--- src/rtl/sum_squares_if.sv ---
// Stream/control bundle for sum_squares: go/len start, element stream, result.
// HALF = WIDTH/2 is the element width.
interface sum_squares_if #(
  parameter int WIDTH     = 32,
  parameter int LEN_WIDTH = 8
);
  localparam int HALF = WIDTH / 2;

  logic                 go;
  logic [LEN_WIDTH-1:0] len;
  logic [HALF-1:0]      in;
  logic                 in_valid;
  logic                 in_ready;
  logic [WIDTH-1:0]     out;
  logic                 done;
  logic                 overflow;

  modport master (
    output go, len, in, in_valid,
    input  in_ready, out, done, overflow
  );

  modport slave (
    input  go, len, in, in_valid,
    output in_ready, out, done, overflow
  );
endinterface

--- src/rtl/sum_squares.sv ---
// Iterative sum-of-squares accumulator feeding a sqrt stage (done drives sqrt go).
// Define SUM_SQUARES_SATURATE_EN for a saturating sum with a sticky overflow flag.
module sum_squares #(
  parameter int WIDTH     = 32,
  parameter int LEN_WIDTH = 8
) (
  input  logic          clk,
  input  logic          reset,
  sum_squares_if.slave  bus
);
  localparam int HALF  = WIDTH / 2;
  localparam int BIT_W = (HALF > 1) ? $clog2(HALF) : 1;

  typedef enum logic [1:0] {
    IDLE    = 2'd0,
    WAIT_IN = 2'd1,
    MUL     = 2'd2
  } state_t;

  state_t               state_q, state_d;
  logic [WIDTH-1:0]     acc_q, acc_d;
  logic [LEN_WIDTH-1:0] remaining_q, remaining_d;
  logic [WIDTH-1:0]     mcand_q, mcand_d;
  logic [HALF-1:0]      mult_q, mult_d;
  logic [WIDTH-1:0]     prod_q, prod_d;
  logic [BIT_W-1:0]     bit_q, bit_d;
  logic [WIDTH-1:0]     out_q, out_d;
  logic                 done_q, done_d;

  logic [WIDTH-1:0]     prod_next;
  logic [WIDTH-1:0]     acc_new;

`ifdef SUM_SQUARES_SATURATE_EN
  logic                 overflow_q, overflow_d;
  logic [WIDTH:0]       acc_sum;
`else
  logic [WIDTH-1:0]     acc_sum;
`endif

  always_comb begin
    state_d     = state_q;
    acc_d       = acc_q;
    remaining_d = remaining_q;
    mcand_d     = mcand_q;
    mult_d      = mult_q;
    prod_d      = prod_q;
    bit_d       = bit_q;
    out_d       = out_q;
    done_d      = done_q;
`ifdef SUM_SQUARES_SATURATE_EN
    overflow_d  = overflow_q;
`endif

    // Partial product including this cycle's bit; on the last MUL cycle it is the full square.
    prod_next = prod_q + (mult_q[bit_q] ? (mcand_q << bit_q) : '0);

`ifdef SUM_SQUARES_SATURATE_EN
    acc_sum = {1'b0, acc_q} + {1'b0, prod_next};
    acc_new = acc_sum[WIDTH] ? '1 : acc_sum[WIDTH-1:0];
`else
    acc_sum = acc_q + prod_next;
    acc_new = acc_sum;
`endif

    unique case (state_q)
      IDLE: begin
        if (bus.go) begin
          done_d      = 1'b0;
          acc_d       = '0;
          remaining_d = bus.len;
`ifdef SUM_SQUARES_SATURATE_EN
          overflow_d  = 1'b0;
`endif
          if (bus.len == '0) begin
            out_d  = '0;
            done_d = 1'b1;
          end else begin
            state_d = WAIT_IN;
          end
        end
      end

      WAIT_IN: begin
        if (bus.in_valid) begin
          mcand_d = {{(WIDTH - HALF){1'b0}}, bus.in};
          mult_d  = bus.in;
          prod_d  = '0;
          bit_d   = '0;
          state_d = MUL;
        end
      end

      MUL: begin
        prod_d = prod_next;
        bit_d  = bit_q + BIT_W'(1);
        if (bit_q == BIT_W'(HALF - 1)) begin
          acc_d       = acc_new;
          remaining_d = remaining_q - LEN_WIDTH'(1);
`ifdef SUM_SQUARES_SATURATE_EN
          overflow_d  = overflow_q | acc_sum[WIDTH];
`endif
          if (remaining_q == LEN_WIDTH'(1)) begin
            out_d   = acc_new;
            done_d  = 1'b1;
            state_d = IDLE;
          end else begin
            state_d = WAIT_IN;
          end
        end
      end

      default: state_d = IDLE;
    endcase
  end

  always_ff @(posedge clk or negedge reset) begin
    if (!reset) begin
      state_q     <= IDLE;
      acc_q       <= '0;
      remaining_q <= '0;
      mcand_q     <= '0;
      mult_q      <= '0;
      prod_q      <= '0;
      bit_q       <= '0;
      out_q       <= '0;
      done_q      <= 1'b0;
`ifdef SUM_SQUARES_SATURATE_EN
      overflow_q  <= 1'b0;
`endif
    end else begin
      state_q     <= state_d;
      acc_q       <= acc_d;
      remaining_q <= remaining_d;
      mcand_q     <= mcand_d;
      mult_q      <= mult_d;
      prod_q      <= prod_d;
      bit_q       <= bit_d;
      out_q       <= out_d;
      done_q      <= done_d;
`ifdef SUM_SQUARES_SATURATE_EN
      overflow_q  <= overflow_d;
`endif
    end
  end

  assign bus.in_ready = (state_q == WAIT_IN);
  assign bus.out      = out_q;
  assign bus.done     = done_q;
`ifdef SUM_SQUARES_SATURATE_EN
  assign bus.overflow = overflow_q;
`else
  assign bus.overflow = 1'b0;
`endif

endmodule
--- src/flat_wrapper.sv ---
// flat-port wrapper written by rule: the top's interface ports become plain ports
module sum_squares_flat 
#(
  parameter int WIDTH     = 32,
  parameter int LEN_WIDTH = 8
)
  (clk, reset, bus_go, bus_len, bus_in, bus_in_valid, bus_in_ready, bus_out, bus_done, bus_overflow);
  sum_squares_if #(.WIDTH(WIDTH), .LEN_WIDTH(LEN_WIDTH)) bus_i ();
  input  logic clk;
  input  logic reset;
  input wire logic [$bits(bus_i.go)-1:0] bus_go;
  input wire logic [$bits(bus_i.len)-1:0] bus_len;
  input wire logic [$bits(bus_i.in)-1:0] bus_in;
  input wire logic [$bits(bus_i.in_valid)-1:0] bus_in_valid;
  output wire logic [$bits(bus_i.in_ready)-1:0] bus_in_ready;
  output wire logic [$bits(bus_i.out)-1:0] bus_out;
  output wire logic [$bits(bus_i.done)-1:0] bus_done;
  output wire logic [$bits(bus_i.overflow)-1:0] bus_overflow;
  assign bus_i.go = bus_go;
  assign bus_i.len = bus_len;
  assign bus_i.in = bus_in;
  assign bus_i.in_valid = bus_in_valid;
  assign bus_in_ready = bus_i.in_ready;
  assign bus_out = bus_i.out;
  assign bus_done = bus_i.done;
  assign bus_overflow = bus_i.overflow;
  sum_squares #(.WIDTH(WIDTH), .LEN_WIDTH(LEN_WIDTH)) u_core (.clk(clk), .reset(reset), .bus(bus_i));
endmodule
--- config.mk ---
export PLATFORM = sky130hd
export DESIGN_NAME = sum_squares_flat
export DESIGN_NICKNAME = d
export VERILOG_FILES = /design/src/rtl/sum_squares_if.sv /design/src/rtl/sum_squares.sv /design/src/flat_wrapper.sv
export SDC_FILE = /design/constraint.sdc
export NUM_CORES = 1
export LEC_CHECK = 0
export BUFFER_PORTS_ARGS = -buffer_cell sky130_fd_sc_hd__buf_2
export CORE_UTILIZATION = 40
export DETAILED_ROUTE_END_ITERATION = 10
export PLACE_DENSITY = 0.64
export SLEW_MARGIN = 30
export SYNTH_ARGS = -nofsm -noshare
export SYNTH_HDL_FRONTEND = slang
export SYNTH_SLANG_ARGS = --single-unit
--- constraint.sdc ---
create_clock -name clk -period 7.03 [get_ports clk]
set_input_delay 0.3515 -clock clk [delete_from_list [all_inputs] [get_ports clk]]
set_output_delay 0.3515 -clock clk [all_outputs]
set_load 0.005 [all_outputs]
---- Word-level counts from Yosys, hierarchy flattened ----
Index checks and enable logic that the tools add are counted.
cells by class
  order comparisons ....................... 1
  divide/modulo/power cells ............... 0
  shift-type cells ........................ 1
  reduce and logical (&&, ||, !) cells .... 10
  multipliers ............................. 0
  bitwise operators ....................... 0
  add/subtract/negate cells ............... 4
  equal/unequal tests ..................... 10
  muxes and demuxes ....................... 29
operators by type and width
  operator                                             number
  2-to-1 mux 32 bit                                    8
  case mux 32 bit (2 select lines)                     3
  adder 32 bit                                         2
  left shift 16 x 4 -> 32 bit                          1
  2-to-1 mux 8 bit                                     2
  case mux 8 bit (2 select lines)                      1
  equality test 8 x 1 -> 1 bit, second input constant  1
  zero test 8 bit                                      1
  2-to-1 mux 2 bit                                     4
  case mux 4 bit (2 select lines)                      1
  AND reduction 4 bit                                  2
  subtractor 8 x 1 -> 8 bit, second input constant     1
  2-to-1 mux 1 bit                                     6
  != test 2 x 1 -> 1 bit, second input constant        3
  != test 2 bit, second input constant                 3
  case mux 2 bit (3 select lines)                      1
  < comparator 4 x 5 -> 1 bit, second input constant   1
  AND reduction 5 bit                                  1
  adder 4 x 1 -> 4 bit, second input constant          1
  binary-select mux 1 bit (select 4 bit)               1
  equality test 4 bit, second input constant           1
  2-to-1 mux 4 bit                                     1
  AND reduction 2 bit                                  2
  nonzero test 2 bit                                   2
  other kinds (5)                                      5
word-level totals
  register bits ........................... 127
  input bits .............................. 28
  bits in writable memories ............... 0
  latch bits .............................. 0
  word-level logic and storage cells ...... 63
  bits in read-only memories .............. 0
  memories ................................ 0

---- Depth between registers and ports, before layout ----
  depth in word-level cells ............... 8
  gate-level depth with buffers ........... 31
  depth with buffers taken out ............ 27

---- Worst setup path before layout ----
Ideal clock, no wire load.
  path type ............................... register to register
  start point ............................. register u_core.bit_q[0]
  end point ............................... register u_core.out_q[31] (netlist: u_core.bus.out[31])
  slack ................................... 0.864 ns
  stages on the path, launching flop included .. 31
  setup time .............................. 0.078 ns
  path buffers ............................ 6
  arrival ................................. 6.088 ns
  period minus slack after synthesis ...... 6.166 ns
  path through ............................ dfrtp_1 > buf_2 > mux4_2 > nor2_1 > or3_1 > clkbuf_1 > and2_0 > clkbuf_1 > clkbuf_1 > nor2_1 > ha_1 > clkbuf_1 > a21oi_1 > o21ai_0 > nor3_1 > a21o_1 > o32ai_1 > o21a_1 > o21a_1 > nor2_1 > ha_1 > clkbuf_1 > a21oi_1 > o21ai_0 > a21oi_1 > inv_1 > a221o_1 > a221oi_2 > xnor3_1 > xor2_1 > o21ai_1
between the ends
  word-level cells in the longest chain between the ends .. 8
  elaborated cells on any way between the ends .. 12
RTL lines
  element                                 line                text
  from (decl)                             sum_squares.sv:26   logic [BIT_W-1:0] bit_q, bit_d;
  from (signal assigned)                  sum_squares.sv:137  bit_q <= bit_d;
  binary-select mux 1 bit (select 4 bit)  sum_squares.sv:55   prod_next = prod_q + (mult_q[bit_q] ? (mcand_q << bit_q) : '0);
  2-to-1 mux 1 bit (not written as such)  sum_squares.sv:55
  2-to-1 mux 32 bit                       sum_squares.sv:55
  adder 32 bit                            sum_squares.sv:55
  adder 32 bit                            sum_squares.sv:61   acc_sum = acc_q + prod_next;
  2-to-1 mux 32 bit                       sum_squares.sv:102  if (remaining_q == LEN_WIDTH'(1)) begin
  2-to-1 mux 32 bit                       sum_squares.sv:96   if (bit_q == BIT_W'(HALF - 1)) begin
  case mux 32 bit (2 select lines)        sum_squares.sv:65   unique case (state_q)
  to (signal assigned)                    sum_squares.sv:138  out_q <= out_d;
  to (decl)                               sum_squares.sv:27   logic [WIDTH-1:0] out_q, out_d;
Several ways; a longest one is shown, not always the timed one. The select of a mux whose other input is x is not followed.
A chain may end at the register's enable or synchronous reset.

---- Final worst setup path ----
  start point ............................. register u_core.bit_q[0]
  end point ............................... register u_core.acc_q[31]
between the ends
  word-level cells in the longest chain between the ends .. 7
  elaborated cells on any way between the ends .. 11
RTL lines
  element                                 line                text
  binary-select mux 1 bit (select 4 bit)  sum_squares.sv:55
  2-to-1 mux 1 bit (not written as such)  sum_squares.sv:55
  2-to-1 mux 32 bit                       sum_squares.sv:55
  adder 32 bit                            sum_squares.sv:55
  adder 32 bit                            sum_squares.sv:61
  2-to-1 mux 32 bit                       sum_squares.sv:96
  case mux 32 bit (2 select lines)        sum_squares.sv:65
  to (signal assigned)                    sum_squares.sv:119  acc_q <= '0;
  to (signal assigned)                    sum_squares.sv:132  acc_q <= acc_d;
  to (decl)                               sum_squares.sv:21   logic [WIDTH-1:0] acc_q, acc_d;
Several ways; a longest one is shown, not always the timed one. The select of a mux whose other input is x is not followed.

==> run summary <==
Die width = 153.7 µm
Clock Tree Buf Depth = 2
Post-DP HPWL = 16970 µm
TritonCTS clock tree = yes
Yosys top cell by area = dfrtp_1
Final setup margin = 0.5289 ns
CP Capture Type = flop
Peak VDD IR = 0.2020 mV
Root buffer cell = clkbuf_16
Mapped Area = 9208 µm²
Syn nets = 1192
Starting DRC count in detailed routing = 483
CTS clk-pin slew, worst paths = 0.06 ns
Flip-flop and latch count after synthesis = 127
Number of remaining DRC errors = 0
Switch Pwr = 2.575 mW
Count of buffers from port buffering = 61
Vias per inst = 5.706
H-tree depth = 4
Synth Instances = 1095
Maximum Capacitance Violations = 0
Die Height = 153.7 µm
DR vias = 8177
Register area share after synthesis = 34.52%
Global-route wire length before repair = 38660 µm
Crit-path max cell delay = 0.54 ns
Total wire length = 23790 µm
# clock sinks = 127
Initial antenna violation count = 0
Commonest cells post-synth = nand2_1, dfrtp_1, nor2_1
RD Place Congestion = 0.8861
Final Hold Vio Count = 0
RSZ-0062 raised after global routing = no
Vias in the first global route = 7510
Ant. Diodes = 0
Switching part of the total = 48.73%
Final setup viols = 0
Row cnt = 55
Pin count of the biggest net entering global routing = 71
Yosys cell types = 72
Ys async rst share = 100.0%
Max-slew headroom = 50.70%
Top Ports = 63
Setup Crit Path Kind = flop to flop
Worst EP arrival = 6.82 ns
Post-DR wirelength/cell = 16.60 µm
P_int = 2.709 mW
Top-area cell type share of the netlist area = 34.52%
Initial Util = 40.67%
Final nets = 1232
Main synth FF type = dfrtp_1
Period utilization = 92.48%
Least-Margin Pin Slew = 0.7394 ns
Slowest cell on the critical path = dfrtp_2
CTS Buf Count = 17
Clk pwr share = 17.3%
Setup TNS = 0 ns
Average size of a mapped cell = 8.409 µm²
Placeable Area = 22640 µm²
Count of pins over their slew limit = 0
GRT Residual Overflow = 0
Combinational power share = 61.4%
DRT Pass-1 Iters = 5
Post-synth EDFFs = 0
Worst skew pair latency = 0.43 ns
Pre-CTS setup slack = 0.3753 ns
Status = complete, no violations
Layout Utilization = 46.02%
Worst Path Required = 7.35 ns
Share of layout cells above drive strength 1 = 13.33%
Top-count cell post-synth = nand2_1
Min Clock Period, post-route = 6.501 ns
Die Footprint = 23630 µm²
Total GRT Usage = 20.53%
Leak = 4.987 nW
DRT antenna net count = 0
Pwr dens = 507.1 nW/µm²
Area delta synth->final = 13.17%
Seq pwr share = 21.3%
Ys Warns = 0
F_max = 153.8 MHz
CP Launch Type = flop
Worst-case clock skew = 0.01302 ns
Top fanout value on the critical path = 18
Area contributors post-synth = dfrtp_1, ha_1, nand2_1
Hold WC Path Type = primary input to flop
worst max-delay path, delay by kind of cell (launching register included):
kind | cells | cell delay, ns
adders and majority gates | 2 | 0.72
and+or+nand+nor | 6 | 1.16
DFF | 1 | 0.54
buffers and inverters | 3 | 0.45
AOI/OAI and AO/OA | 13 | 2.84
xor gates and xnor gates | 1 | 0.30
muxes | 1 | 0.38
final cells by class:
| class | instances | area, µm² |
|---|---|---|
| clock inverters | 14 | 168.9 |
| inverters | 22 | 82.58 |
| well taps | 285 | 356.6 |
| flip-flops and latches | 127 | 3181 |
| clock buffers | 18 | 429.2 |
| fillers | 2228 | 12220 |
| multi-input cells | 888 | 5741 |
| repair buffers | 79 | 461.7 |
sequential cells by signal, summed over array words and instances (netlist names):
signal / flops
u_core.remaining_q: 8
u_core.acc_q: 32
u_core.state_q: 2
u_core.mult_q: 16
u_core.bus.done: 1
u_core.prod_q: 32
u_core.bus.out: 32
u_core.bit_q: 4
logic make-up after synthesis:
group / share of synthesized area (%)
compound gates: 22.48
other cells: 0.04073
xor+xnor: 5.191
flops: 34.52
fa+ha+maj: 9.539
simple gates: 19.17
buf+inv: 3.329
mux: 5.734
metrics by stage:
stage	instances	power (mW)	area (µm²)	hold slack [ns]
after floorplan	1095	3.519	9208	0.05591
after global placement	1398	4.270	9777	0.3471
after detailed placement	1399	4.298	9797	0.3497
after CTS	1432	5.253	10410	0.1414
after global routing	1433	5.687	10420	0.1534
final	1433	5.284	10420	0.1554
power by group through the flow:
stage / clock network, mW / logic, mW / registers, mW
floorplan: 0 / 2.47 / 1.05
detailed placement: 0 / 3.16 / 1.13
finish: 0.916 / 3.24 / 1.13
global placement: 0 / 3.14 / 1.13
global route: 0.963 / 3.57 / 1.16
CTS: 0.937 / 3.19 / 1.12
placed cells by master, fill, tap and decap left out, types with 27 or more instances in the layout:
cell type	count
o21ai_1	27
nand3_1	36
ha_1	67
nor2_1	86
dfrtp_1	125
a21oi_1	77
buf_2	60
xnor2_1	33
nand2_1	169
a21o_1	32
o21ai_0	81
worst paths after layout:
| check | end | slack [ns] | from | cells past startpoint |
|---|---|---|---|---|
| max reg2reg | u_core.acc_q[31] | 0.53 | u_core.bit_q[0] | 26 |
| max | u_core.acc_q[31] | 0.53 | u_core.bit_q[0] | 26 |
| min | u_core.remaining_q[0] | 0.16 | bus_len[0] | 3 |
| max in group asynchronous | u_core.bus.out[25] | 5.47 | reset | 4 |
| min in group asynchronous | u_core.prod_q[1] | 0.44 | reset | 2 |
| min reg2reg | u_core.bus.out[25] | 0.48 | u_core.bus.out[25] | 2 |
metal layers:
| metal | global-route usage (%) | wire [µm] | vias up |
|---|---|---|---|
| li1 | - | - | 4031 |
| met1 | 30.51 | 12220 | 3896 |
| met2 | 30.89 | 10150 | 231 |
| met3 | 3.636 | 1214 | 19 |
| met4 | 4.381 | 203 | 0 |
| met5 | 0 | 0 | - |
timing repair:
action | CTS | global route
endpoints found under the setup margin | 0 | 6
endpoints found under the hold margin | 50 | 0
setup buffers | 0 | 1
hold buffers | 1 | 0
gates resized for setup | 0 | 2
Note: power is estimated with default switching activity, not from simulation.
